--- config.mk ---
export PLATFORM = sky130hd
export DESIGN_NAME = bcd_to_binary
export DESIGN_NICKNAME = d
export VERILOG_FILES = /design/src/rtl/bcd_to_binary.sv
export SDC_FILE = /design/constraint.sdc
export NUM_CORES = 1
export LEC_CHECK = 0
export BUFFER_PORTS_ARGS = -buffer_cell sky130_fd_sc_hd__buf_2
export CORE_UTILIZATION = 60
export CTS_CLUSTER_SIZE = 30
export DETAILED_ROUTE_END_ITERATION = 10
export PLACE_DENSITY = 0.85
export SKIP_LAST_GASP = 1
export SLEW_MARGIN = 20
export SYNTH_ARGS = -nofsm -noshare
export SYNTH_HDL_FRONTEND = slang
export SYNTH_SLANG_ARGS = --single-unit
--- constraint.sdc ---
create_clock -name clk -period 2.1 [get_ports clk]
set_input_delay 0.315 -clock clk [delete_from_list [all_inputs] [get_ports clk]]
set_output_delay 0.315 -clock clk [all_outputs]
set_load 0.05 [all_outputs]
--- src/rtl/bcd_to_binary.sv ---
// Sequential packed-BCD to binary converter (reverse double dabble).
// Runs one shift-and-correct step per clock, with a start/busy/done handshake.
module bcd_to_binary #(
  parameter int unsigned DIGITS_IN = 3,
  parameter int unsigned BITS_OUT  = 10
) (
  input  logic                   clk,
  input  logic                   reset,
  input  logic                   start,
  input  logic [4*DIGITS_IN-1:0] bcd,
  output logic                   busy,
  output logic                   done,
  output logic [BITS_OUT-1:0]    binary,
  output logic                   error,
  output logic                   overflow
);

  localparam int unsigned BcdW  = 4 * DIGITS_IN;
  localparam int unsigned WorkW = BcdW + BITS_OUT;
  localparam int unsigned CntW  = (BITS_OUT > 1) ? $clog2(BITS_OUT) : 1;

  typedef enum logic [1:0] {StIdle, StShift, StDone} state_e;

  state_e               state_q;
  logic [WorkW-1:0]     work_q;
  logic [CntW-1:0]      cnt_q;
  logic [WorkW-1:0]     shifted;
  logic [BcdW-1:0]      sh_bcd;
  logic [BITS_OUT-1:0]  sh_bin;
  logic                 bcd_invalid;
  logic                 last_step;

  // Shift right, then pull every BCD digit that reached 8+ back down by 3.
  always_comb begin
    shifted = work_q >> 1;
    sh_bin  = shifted[BITS_OUT-1:0];
    sh_bcd  = shifted[WorkW-1:BITS_OUT];
    for (int i = 0; i < int'(DIGITS_IN); i++) begin
      if (sh_bcd[4*i +: 4] >= 4'd8) begin
        sh_bcd[4*i +: 4] = sh_bcd[4*i +: 4] - 4'd3;
      end
    end
  end

  always_comb begin
    bcd_invalid = 1'b0;
    for (int i = 0; i < int'(DIGITS_IN); i++) begin
      if (bcd[4*i +: 4] > 4'd9) begin
        bcd_invalid = 1'b1;
      end
    end
  end

  assign last_step = (cnt_q == CntW'(BITS_OUT - 1));

  always_ff @(posedge clk) begin
    if (reset) begin
      state_q  <= StIdle;
      work_q   <= '0;
      cnt_q    <= '0;
      busy     <= 1'b0;
      done     <= 1'b0;
      binary   <= '0;
      error    <= 1'b0;
      overflow <= 1'b0;
    end else begin
      done <= 1'b0;
      unique case (state_q)
        StIdle: begin
          if (start) begin
            busy <= 1'b1;
            if (bcd_invalid) begin
              state_q  <= StDone;
              done     <= 1'b1;
              error    <= 1'b1;
              binary   <= '0;
              overflow <= 1'b0;
            end else begin
              state_q <= StShift;
              work_q  <= {bcd, {BITS_OUT{1'b0}}};
              cnt_q   <= '0;
            end
          end
        end
        StShift: begin
          work_q <= {sh_bcd, sh_bin};
          cnt_q  <= cnt_q + 1'b1;
          if (last_step) begin
            state_q  <= StDone;
            done     <= 1'b1;
            binary   <= sh_bin;
            overflow <= |sh_bcd;
            error    <= 1'b0;
          end
        end
        StDone: begin
          state_q <= StIdle;
          busy    <= 1'b0;
        end
        default: begin
          state_q <= StIdle;
          busy    <= 1'b0;
        end
      endcase
    end
  end

endmodule

==> results.cfg <==
[layout]
drive_gt1_share_pct = 20.0
layout_common_cells = 41 x dfxtp_1, 28 x buf_2, 23 x nor2_1, 22 x a21oi_1, 19 x nand2_1
utilization_pct = 70.8
num-nets-final = 270
syn2layout_area_growth_pct = 10.1
fillerInstances = 281
antenna_cells = 0
multiInputGateArea_sq_um = 1020
final_common_cell = dfxtp_1
ff_latch_area_sq_um = 821

[yosys]
synthFlopType = dfxtp_1
synth_area_sq_um = 1990
syn_nets = 249
synth_warnings = 0
synth-async-reset-ratio_pct = 0
syn_inst = 228
yosysUniqueCellTypes = 47
synth_area_per_cell_sq_um = 8.75
synth_seq_cells = 41
ys_seq_area_share_pct = 41.2
synth-edff-count = 0

[clock_network]
clockRootBuffer = clkbuf_4
cts_setup_buffers = 0
clockBufferDepth = 2
clkTransAtPathRegs_ps = 130
cts_tree = built
ctsResizeCount = 0
clk_latency_ps = 350
clock_sinks = 41
cts_buffers = 5
cts_hold_buf = 0
htree_levels = 2

[critical_path]
reg2reg_slack_ps = 270
path_max_fanout = 7
critPathCapture = overflow
timing.rr.start = work_q[11]
crit_start = work_q[11]
r2r-end = overflow
worstSetupStartpointType = flop
r2r_cells = 6
required_ps = 2330
arrival_ps = 2060
end_kind = flop
criticalPathCategory = flop to flop

[drt]
postRouteAntennaNets = 0
drtIter0Drc = 141
routed_wl_microns = 4410
drc = 0
drt-wirelength-per-cell_microns = 15.0
vias_per_cell = 5.92
vias = 1741
drtPass1Iterations = 4

[floorplanning]
num_rows = 20
ios = 29
die_y_microns = 59.7
start_util_pct = 64.3
core-area_sq_um = 3100
fp.dieArea_sq_um = 3560
die_x_microns = 59.7

[place]
gp_congestion = 0.839
hpwl_microns = 3000
preCtsSetupSlack_ps = 311
io_buffers = 28

[timing]
fin_crit_sh_pct = 87.3
finalHoldViolations = 0
finClkSkew_ps = 10.4
grt_setup_unrepaired = false
worst_slew_pin_slew_ps = 714
setup_ws_ps = 267
holdWs_ps = 217
min_period_ps = 1830
drv_slew = 0
maxSlewHeadroom_pct = 52.2
setup_viol = 0
fmax_mhz = 545
fin_setup_tns_ps = 0

[pwr]
vdd_ir_drop_max_mv = 0.428
p_leak_nw = 0.803
power_density_nw_per_um2 = 746

[grt]
grt_start_max_net_pins = 29
antenna_found_initial = 0
grt_remaining_overflow = 0
grt_pass1_wl_microns = 7250
grt_pass1_vias = 1535
globalRouteTotalUtil_pct = 27.3

[min_path]
hold_path_class = primary input to flop

[flow_run]
maxCapViolations = 0

[status]
status = completed
## worst max-delay path, cell delays in order (launching register included)
cell and delay (ps):
dfxtp_1 480, inv_1 90, ha_1 320, inv_1 60
a41oi_1 120, nor4b_1 500, o31ai_1 130
## stage by stage
stage	std cells	power, mW	area [sq um]
2_1_floorplan	228	1.05	1990
3_3_place_gp	286	1.09	2110
3_5_place_dp	286	1.10	2110
4_1_cts	294	1.64	2200
5_1_grt	294	1.71	2200
6_report	294	1.64	2200
## kinds of logic (layout without fill, tap and decap cells)
logic type	count (synthesis)	after routing	share of synthesized area (%)
AO/OA/AOI/OAI	74	74	27.0
AND/OR/NAND/NOR	74	74	18.1
flip-flops	41	41	41.2
buffers and inverters	28	50	7.72
adder cells (fa/ha/maj)	6	6	3.76
XOR/XNOR	4	4	1.76
multiplexers	1	1	0.502
## final cells by class
class / instances / area share [%]
clock buffer: 6 / 2.34
clock inverter: 2 / 1.71
inverter: 9 / 1.54
multi-input combinational: 159 / 46.4
timing repair buffer: 33 / 8.09
sequential: 41 / 37.4
tap: 44 / 2.51
## registers in the layout (all words and copies together), names as in the netlist
signal,cells
state_q,2
error,1
busy,1
binary,10
cnt_q,4
done,1
work_q,21
overflow,1
## worst min path at each step
stage	start	to	slack, ps	cells past startpoint
4_1_cts	bcd[8]	work_q[18]	210	3
2_1_floorplan	work_q[1]	binary[0]	430	2
5_1_grt	bcd[8]	work_q[18]	210	3
6_report	bcd[8]	work_q[18]	220	3
3_3_place_gp	binary[8]	binary[8]	450	2
3_5_place_dp	work_q[1]	binary[0]	450	2
## layer usage
metal | wire [microns] | vias to the layer above | global-route usage (%)
li1 | - | 869 | -
met3 | 317 | 4 | 7.14
met2 | 2010 | 77 | 40.3
met1 | 2030 | 791 | 38.4
met4 | 44 | 0 | 9.63
met5 | 0 | - | 0
## synth_stat cells, types with 2 or more instances
| master | instances | share of area (%) |
|---|---|---|
| dfxtp_1 | 41 | 41 |
| nor2_1 | 23 | 4.3 |
| a21oi_1 | 22 | 5.5 |
| nand2_1 | 19 | 3.6 |
| o211ai_1 | 14 | 5.3 |
| nand3_1 | 12 | 3.0 |
| a22oi_1 | 10 | 3.8 |
| inv_1 | 8 | 1.5 |
| clkbuf_1 | 7 | 1.3 |
| buf_4 | 6 | 2.3 |
| ha_1 | 6 | 3.8 |
| nor3_1 | 5 | 1.3 |
| o21a_1 | 4 | 1.5 |
| or3_1 | 4 | 1.3 |
| a311oi_1 | 3 | 1.3 |
| buf_2 | 3 | 0.75 |
| buf_6 | 3 | 1.7 |
| o21ai_1 | 3 | 0.75 |
| xnor2_1 | 3 | 1.3 |
| a211oi_1 | 2 | 0.75 |
| a311oi_2 | 2 | 1.5 |
| nor2b_1 | 2 | 0.63 |
| o21ai_0 | 2 | 0.50 |
## power breakdown
group	total, mW	switching (mW)	internal (mW)	leakage, nW
logic	0.253	0.161	0.0920	0.426
clock network	0.546	0.264	0.283	0.0445
registers	0.838	0.0328	0.805	0.333
Power figures use the tool's default switching activity.
